===== src/rtl/vga_timing_gen_pkg.sv =====
// Shared definitions for the VGA raster generator: default 640x480@60 timing,
// counter/colour widths and the packed colour layout.
package vga_timing_gen_pkg;

  localparam int unsigned CNT_W = 10;

  localparam int unsigned DEF_CLK_DIV  = 4;
  localparam int unsigned DEF_H_ACTIVE = 640;
  localparam int unsigned DEF_H_FP     = 16;
  localparam int unsigned DEF_H_SYNC   = 96;
  localparam int unsigned DEF_H_BP     = 48;
  localparam int unsigned DEF_V_ACTIVE = 480;
  localparam int unsigned DEF_V_FP     = 10;
  localparam int unsigned DEF_V_SYNC   = 2;
  localparam int unsigned DEF_V_BP     = 33;

  typedef struct packed {
    logic [3:0] r;
    logic [3:0] g;
    logic [3:0] b;
  } rgb_t;

  function automatic logic in_window(input logic [CNT_W-1:0] cnt,
                                     input int unsigned lo,
                                     input int unsigned hi);
    return (32'(cnt) >= lo) && (32'(cnt) <= hi);
  endfunction

endpackage


===== src/rtl/vga_timing_gen_sync_counter.sv =====
// Pixel-enable divider and horizontal/vertical raster counters.
module vga_timing_gen_sync_counter
  import vga_timing_gen_pkg::*;
#(
  parameter int unsigned CLK_DIV  = DEF_CLK_DIV,
  parameter int unsigned H_ACTIVE = DEF_H_ACTIVE,
  parameter int unsigned H_TOTAL  = 800,
  parameter int unsigned V_ACTIVE = DEF_V_ACTIVE,
  parameter int unsigned V_TOTAL  = 525
) (
  input  logic             clk,
  input  logic             rst,
  output logic [CNT_W-1:0] h_cnt,
  output logic [CNT_W-1:0] v_cnt,
  output logic             tick,
  output logic             video_on
);

  localparam int unsigned DIV_W = (CLK_DIV > 1) ? $clog2(CLK_DIV) : 1;

  logic [DIV_W-1:0] div_cnt;

  // With CLK_DIV=1 the divider stays at 0 and tick is permanently high.
  assign tick     = (div_cnt == DIV_W'(CLK_DIV - 1));
  assign video_on = (h_cnt < CNT_W'(H_ACTIVE)) && (v_cnt < CNT_W'(V_ACTIVE));

  always_ff @(posedge clk) begin
    if (rst) begin
      div_cnt <= '0;
      h_cnt   <= '0;
      v_cnt   <= '0;
    end else begin
      div_cnt <= tick ? '0 : div_cnt + 1'b1;
      if (tick) begin
        if (h_cnt == CNT_W'(H_TOTAL - 1)) begin
          h_cnt <= '0;
          v_cnt <= (v_cnt == CNT_W'(V_TOTAL - 1)) ? '0 : v_cnt + 1'b1;
        end else begin
          h_cnt <= h_cnt + 1'b1;
        end
      end
    end
  end

endmodule


===== src/rtl/vga_timing_gen.sv =====
// VGA raster generator: counters plus registered sync, colour and frame_start,
// all launched on the pixel tick so sync and colour stay aligned.
module vga_timing_gen
  import vga_timing_gen_pkg::*;
#(
  parameter int unsigned CLK_DIV  = DEF_CLK_DIV,
  parameter int unsigned H_ACTIVE = DEF_H_ACTIVE,
  parameter int unsigned H_FP     = DEF_H_FP,
  parameter int unsigned H_SYNC   = DEF_H_SYNC,
  parameter int unsigned H_BP     = DEF_H_BP,
  parameter int unsigned V_ACTIVE = DEF_V_ACTIVE,
  parameter int unsigned V_FP     = DEF_V_FP,
  parameter int unsigned V_SYNC   = DEF_V_SYNC,
  parameter int unsigned V_BP     = DEF_V_BP,
  parameter bit          SYNC_POL = 1'b0
) (
  input  logic             clk,
  input  logic             rst,
  input  logic [11:0]      rgb,
  output logic [CNT_W-1:0] pixel_x,
  output logic [CNT_W-1:0] pixel_y,
  output logic             video_on,
  output logic             frame_start,
  output logic             h_sync,
  output logic             v_sync,
  output logic [3:0]       Red,
  output logic [3:0]       Green,
  output logic [3:0]       Blue
);

  localparam int unsigned H_TOTAL   = H_ACTIVE + H_FP + H_SYNC + H_BP;
  localparam int unsigned V_TOTAL   = V_ACTIVE + V_FP + V_SYNC + V_BP;
  localparam int unsigned H_SYNC_LO = H_ACTIVE + H_FP;
  localparam int unsigned H_SYNC_HI = H_SYNC_LO + H_SYNC - 1;
  localparam int unsigned V_SYNC_LO = V_ACTIVE + V_FP;
  localparam int unsigned V_SYNC_HI = V_SYNC_LO + V_SYNC - 1;

  logic [CNT_W-1:0] h_cnt;
  logic [CNT_W-1:0] v_cnt;
  logic             tick;
  logic             h_win;
  logic             v_win;
  rgb_t             colour_q;

  vga_timing_gen_sync_counter #(
    .CLK_DIV (CLK_DIV),
    .H_ACTIVE(H_ACTIVE),
    .H_TOTAL (H_TOTAL),
    .V_ACTIVE(V_ACTIVE),
    .V_TOTAL (V_TOTAL)
  ) u_sync_counter (
    .clk     (clk),
    .rst     (rst),
    .h_cnt   (h_cnt),
    .v_cnt   (v_cnt),
    .tick    (tick),
    .video_on(video_on)
  );

  assign pixel_x = h_cnt;
  assign pixel_y = v_cnt;
  assign h_win   = in_window(h_cnt, H_SYNC_LO, H_SYNC_HI);
  assign v_win   = in_window(v_cnt, V_SYNC_LO, V_SYNC_HI);
  assign Red     = colour_q.r;
  assign Green   = colour_q.g;
  assign Blue    = colour_q.b;

  // Everything below samples the counter values present before the tick's increment.
  always_ff @(posedge clk) begin
    if (rst) begin
      h_sync      <= ~SYNC_POL;
      v_sync      <= ~SYNC_POL;
      colour_q    <= '0;
      frame_start <= 1'b0;
    end else begin
      frame_start <= tick && (h_cnt == '0) && (v_cnt == '0);
      if (tick) begin
        h_sync   <= h_win ? SYNC_POL : ~SYNC_POL;
        v_sync   <= v_win ? SYNC_POL : ~SYNC_POL;
        colour_q <= video_on ? rgb_t'(rgb) : '0;
      end
    end
  end

endmodule


===== config.mk =====
export PLATFORM = sky130hd
export DESIGN_NAME = vga_timing_gen
export DESIGN_NICKNAME = d
export VERILOG_FILES = /design/src/rtl/vga_timing_gen_pkg.sv /design/src/rtl/vga_timing_gen_sync_counter.sv /design/src/rtl/vga_timing_gen.sv
export SDC_FILE = /design/constraint.sdc
export NUM_CORES = 1
export LEC_CHECK = 0
export ABC_AREA = 1
export CORE_MARGIN = 2
export CORE_UTILIZATION = 51
export CTS_CLUSTER_SIZE = 28
export DETAILED_ROUTE_END_ITERATION = 7
export PLACE_DENSITY = 0.89
export SLEW_MARGIN = 40
export SYNTH_ARGS = -nofsm -noshare
export SYNTH_HDL_FRONTEND = slang
export SYNTH_SLANG_ARGS = --single-unit

===== constraint.sdc =====
create_clock -name clk -period 3.1 [get_ports clk]
set_input_delay 0.775 -clock clk [delete_from_list [all_inputs] [get_ports clk]]
set_output_delay 0.775 -clock clk [all_outputs]
set_load 0.05 [all_outputs]

==> results of run 1 <==
## state kept, by name (all words and copies together), names as in the netlist
signal / cells
u_sync_counter.h_cnt: 10
Green: 4
Red: 4
u_sync_counter.div_cnt: 2
frame_start: 1
Blue: 4
v_sync: 1
h_sync: 1
u_sync_counter.v_cnt: 10
## cell usage in the layout (no fill, tap or decap), types with 3 or more instances in the layout
cell type and n:
nand2_1 78, clkdlybuf4s50_1 49, dfxtp_1 37, nor2_1 33
inv_1 26, o21ai_1 14, nand3_1 13, a21oi_1 12
nor3_1 7, nand4_1 6, o21ai_0 6, ha_1 6
inv_2 5, clkbuf_4 5, nor2_2 4, nor2_4 3
## power by group through the flow
| stage | clock network (W) | registers, W | logic (W) |
|---|---|---|---|
| floorplan | 0 | 0.000529 | 0.0000294 |
| global placement | 0 | 0.000503 | 0.0000939 |
| detailed placement | 0 | 0.000503 | 0.0000946 |
| CTS | 0.000252 | 0.000492 | 0.0000950 |
| global route | 0.000272 | 0.000494 | 0.000100 |
| finish | 0.000251 | 0.000492 | 0.0000949 |
## worst register-to-register path, stage by stage, from the launching register on
cell and delay (ps):
dfxtp_1 350, ha_1 410, inv_2 160, nor2_2 500
o2111ai_1 240, o21ai_0 120, inv_1 50
## routing by layer
| layer | vias up | share of wire, % |
|---|---|---|
| li1 | 974 | - |
| met1 | 861 | 46 |
| met2 | 39 | 48 |
| met3 | 6 | 4.9 |
| met4 | 0 | 1.1 |
| met5 | - | 0 |
## stage by stage
step	power [W]	instance area, sq um	hold slack [ps]	utilization [%]
floorplan	0.000559	1860	399	-
global placement	0.000597	2380	409	69.8
global route	0.000866	2440	462	71.3
CTS	0.000839	2440	439	71.3
finish	0.000838	2440	439	71.3
detailed placement	0.000598	2380	424	69.8
## final timing paths
| kind | startpoint | endpoint | slack, ps | depth (start not counted) |
|---|---|---|---|---|
| worst max-delay path | u_sync_counter.v_cnt[8] | video_on | 280 | 6 |
| worst min-delay path | u_sync_counter.div_cnt[0] | u_sync_counter.div_cnt[0] | 440 | 1 |
| worst max register to register | u_sync_counter.div_cnt[0] | v_sync | 1170 | 6 |
| worst min register to register | u_sync_counter.div_cnt[0] | u_sync_counter.div_cnt[0] | 440 | 1 |
## area by class of cell
class	instances	area, sq um	share of cell area (%)
Multi-Input combinational cell	196	961	39.4
Sequential cell	37	741	30.4
Timing Repair Buffer	51	505	20.7
Inverter	32	120	4.93
Tap cell	46	57.6	2.36
Clock buffer	6	41.3	1.69
Clock inverter	2	10.0	0.411
## cell families (layout without fill, tap and decap cells)
| group | after synthesis | after routing |
|---|---|---|
| AOI/OAI and AO/OA | 37 | 37 |
| xor gates and xnor gates | 2 | 2 |
| adders and majority gates | 6 | 6 |
| buffers and inverters | 38 | 91 |
| DFF | 37 | 37 |
| and+or+nand+nor | 151 | 151 |
==> flow_summary.ini, run 1 <==
[synthesis]
synth_edf_count = 0
ys_seq_elements = 37
netlist_area_sq_mm = 0.00186
syn_nets = 291
yosysMostFrequentCell = nand2_1
synth_top_family_by_area = simple AND/OR/NAND/NOR gates
synth_area_leaders = dfxtp_1, nand2_1, nor2_1
synth_fa_ha_area_share_pct = 4.05
synth_ff_type = dfxtp_1
post-synth-top-area-cell = dfxtp_1
ys_async_sr_fraction_pct = 0
ys_types = 29
ys_seq_area_share_pct = 39.9
synth_top_area_share_pct = 39.9
yosys_warnings = 0
synth-simple-area-share_pct = 36.1
muxShareOfSynthArea_pct = 0
synth_xor_area_share_pct = 0.944
synth_cells = 271
synth_compound_area_share_pct = 10.7
postSynthAreaPerCell_sq_um = 6.85
synth_common_cells = nand2_1, dfxtp_1, nor2_1, inv_1, o21ai_1

[critical_path]
crit_required_ps = 2320
critical_path.max_fanout = 7
slowest_delay_ps = 690
crit_type = register to output port
arrival_ps = 2040
cpLargestDelayFamily = buffers and inverters
start_kind = register
slowest_stage = clkdlybuf4s50_1
path_cells = inv_1 -> nor3_1 -> nand2_1 -> nand2_1 -> inv_1 -> clkdlybuf4s50_1
end_kind = output port
path_buf_inv = 3

[floorplanning]
rows = 21
initial_core_util_pct = 54.3
fp.dieH_um = 64.3
ioPinCount = 50
dieArea_sq_mm = 0.00414
die_w_um = 64.3
core_sq_mm = 0.00342

[final_layout]
syn_to_final_growth_pct = 31.3
nets = 343
n_fill_cell = 296
stdcell_count = 370
drive_gt1_share_pct = 7.72
diodes = 0

[clocking]
cts_resized = 0
hold_buffers = 0
clkLatencyLatePin_ps = 350
h-tree-depth = 2
cts_buffer_depth = 2
clk_pin_slew_ps = 110
cts_root_buffer = clkbuf_4
cts.sinks = 37
cts_tree = done
numCtsBuffers = 5
cts_setup_buffers = 0

[timing]
setup_slack_ps = 283
fin_setup_tns_ps = 0
tightestPinTransition_ps = 764
clock_skew_ps = 4.26
slew-limit-headroom_pct = 48.9
slew_violations = 0
finalCriticalPeriod_ps = 2820
hold_violations = 0
fmax_ghz = 0.355
setup_viol = 0
rsz0062_at_grt = false
finalCritPeriodShare_pct = 90.9

[power_and_ir_drop]
peakVddDrop_mv = 0.265
combPwrFrac_pct = 11.3
leakage_nw = 0.927
internal_power_w = 0.000610
p_sw_share_pct = 27.2
clock_power_share_pct = 29.9
seqPwrFrac_pct = 58.7
power_switching_w = 0.000228
power_density_mw_per_mm2 = 344

[grt]
grt-busiest-layer = met2
grt.overflow.total = 0
use_met1_pct = 27.6
grt_pass1_wl_um = 7340
globalRouteMet2Util_pct = 39.8
use_met3_pct = 5.11
track_usage_pct = 22.6
grt_pass1_vias = 1658
antenna_found_initial = 0
grt_max_degree = 16

[routing]
dr_total_vias = 1880
firstDrtPassIters = 4
wl_um = 4550
ant_nets = 0
viasPerCell = 5.08
wl_per_cell_um = 12.3
drc = 0
dr.first_iter.drc_count = 95

[placement]
pre_cts_ws_ps = 579
port_buffers = 49
place.gp.congestion = 0.884
post-dp-hpwl_um = 3520
place_inst = 362

[flow_run]
maxCapViolCount = 0

[hold_path]
hp-class = register to register

[run_status]
status = completed
No activity file was read; power rests on OpenSTA's default activity.
==> run 2, diff against run 1 <==
CORE_ASPECT_RATIO = 1.4   (was not set)
==> flow_summary.ini, run 2 (synthesis results as in run 1) <==
[run_status]
status = completed

[final_layout]
nets = 343
diodes = 0
layout_commonest_cell = nand2_1
drive_gt1_share_pct = 8.02
fin_area_sq_mm = 0.00251
most-common-layout-cells = nand2_1, clkdlybuf4s50_1, dfxtp_1, nor2_1, inv_1
largest_registers = u_sync_counter.h_cnt (10), u_sync_counter.v_cnt (10)
n_fill_cell = 278
syn_to_final_growth_pct = 35.5
stdcell_count = 364

[critical_path]
ff2ff_path_depth = 5
reg2reg_to = v_sync
r2r_slack_ps = 1130
end_kind = output port
critical_path.max_fanout = 7
crit_type = register to output port
critPathCapture = video_on
start_kind = register
r2r_start = u_sync_counter.div_cnt[0]
startpoint = u_sync_counter.v_cnt[8]
crit_required_ps = 2320
arrival_ps = 2010

[grt]
grt.overflow.total = 0
grt_max_degree = 16
antenna_found_initial = 0
grt_pass1_wl_um = 7630
track_usage_pct = 25.8
grt_pass1_vias = 1812

[placement]
postPlaceCellArea_sq_mm = 0.00238
place_inst = 356
port_buffers = 49
place.gp.congestion = 0.897
post-dp-hpwl_um = 3510

[power_and_ir_drop]
total_power_w = 0.00111
power_density_mw_per_mm2 = 440
peakVddDrop_mv = 0.332
leakage_nw = 0.963

[timing]
slew-limit-headroom_pct = 49.7
tightestPinTransition_ps = 752
hold_violations = 0
rsz0062_at_grt = false
fin_setup_tns_ps = 0
setup_viol = 0
clock_skew_ps = 8.81
fmax_ghz = 0.359
finalCritPeriodShare_pct = 89.9
finalCriticalPeriod_ps = 2790
slew_violations = 0

[clocking]
cts_root_buffer = clkbuf_8
cts_setup_buffers = 0
hold_buffers = 0
clkLatencyLatePin_ps = 300
cts.sinks = 37
numCtsBuffers = 5
cts_resized = 0
cts_tree = done
cts_buffer_depth = 2
h-tree-depth = 2
clk_pin_slew_ps = 80

[routing]
dr.first_iter.drc_count = 50
wl_um = 4920
drc = 0
highest_layer = met4
routed-wl-met2_um = 2490
viasPerCell = 5.43
firstDrtPassIters = 4
wl_per_cell_um = 13.5
dr_total_vias = 1978
ant_nets = 0
wl_met3_um = 318
drt-met1-wl_um = 1940

[floorplanning]
rows = 25
core_sq_mm = 0.00344
dieArea_sq_mm = 0.00414
fp.dieH_um = 75.4
die_w_um = 55.0
initial_core_util_pct = 53.9
ioPinCount = 50

[flow_run]
maxCapViolCount = 0

[hold_path]
hp-class = register to register
[run 2: changes by cell type in the layout (fill, tap and decap cells not counted)]
| cell | previous run | this run |
|---|---|---|
| bufinv_16 | 0 | 2 |
| clkbuf_1 | 1 | 0 |
| clkbuf_4 | 5 | 0 |
| clkbuf_8 | 0 | 5 |
| clkinv_2 | 2 | 0 |
| inv_6 | 0 | 1 |
[run 2: report_power, final]
part / internal, W / total, W / switching (W)
clock network: 0.000324 / 0.000518 / 0.000194
logic: 0.0000373 / 0.0000966 / 0.0000593
registers: 0.000486 / 0.000492 / 0.00000571
[run 2: cell type report]
cell class	count	area, sq um	share of cell area (%)
Timing Repair Buffer	51	505	20.1
Inverter	32	120	4.78
Clock buffer	5	68.8	2.74
Multi-Input combinational cell	196	961	38.2
Sequential cell	37	741	29.5
Clock inverter	3	68.8	2.74
Tap cell	40	50.0	1.99
[run 2: layer usage]
layer,vias up,track usage (%)
met4,0,16.5
met5,-,0
met2,80,41.5
met3,18,7.45
met1,908,29.2
li1,972,-
[run 2: how the worst min path moves through the flow]
stage | start | to | slack [ps] | depth (start not counted)
floorplan | u_sync_counter.div_cnt[0] | u_sync_counter.div_cnt[0] | 400 | 1
global placement | u_sync_counter.div_cnt[0] | u_sync_counter.div_cnt[0] | 420 | 1
detailed placement | u_sync_counter.div_cnt[0] | u_sync_counter.div_cnt[0] | 420 | 1
CTS | u_sync_counter.div_cnt[0] | u_sync_counter.div_cnt[0] | 430 | 1
global route | u_sync_counter.div_cnt[0] | u_sync_counter.div_cnt[0] | 450 | 1
finish | u_sync_counter.div_cnt[0] | u_sync_counter.div_cnt[0] | 430 | 1
[run 2: worst max-delay path, stage by stage (launching register included)]
cell and delay, ps:
dfxtp_1 470, inv_1 90, nor3_1 220, nand2_1 70, nand2_1 100, inv_1 40, clkdlybuf4s50_1 710
[run 2: through the flow]
| stage | hold slack, ps | util [%] | worst slack (ps) |
|---|---|---|---|
| after floorplan | 399 | - | 784 |
| after global placement | 420 | 69.1 | 582 |
| after detailed placement | 423 | 69.1 | 549 |
| after CTS | 434 | 73.1 | 320 |
| after global routing | 450 | 73.1 | 179 |
| final | 433 | 73.1 | 315 |
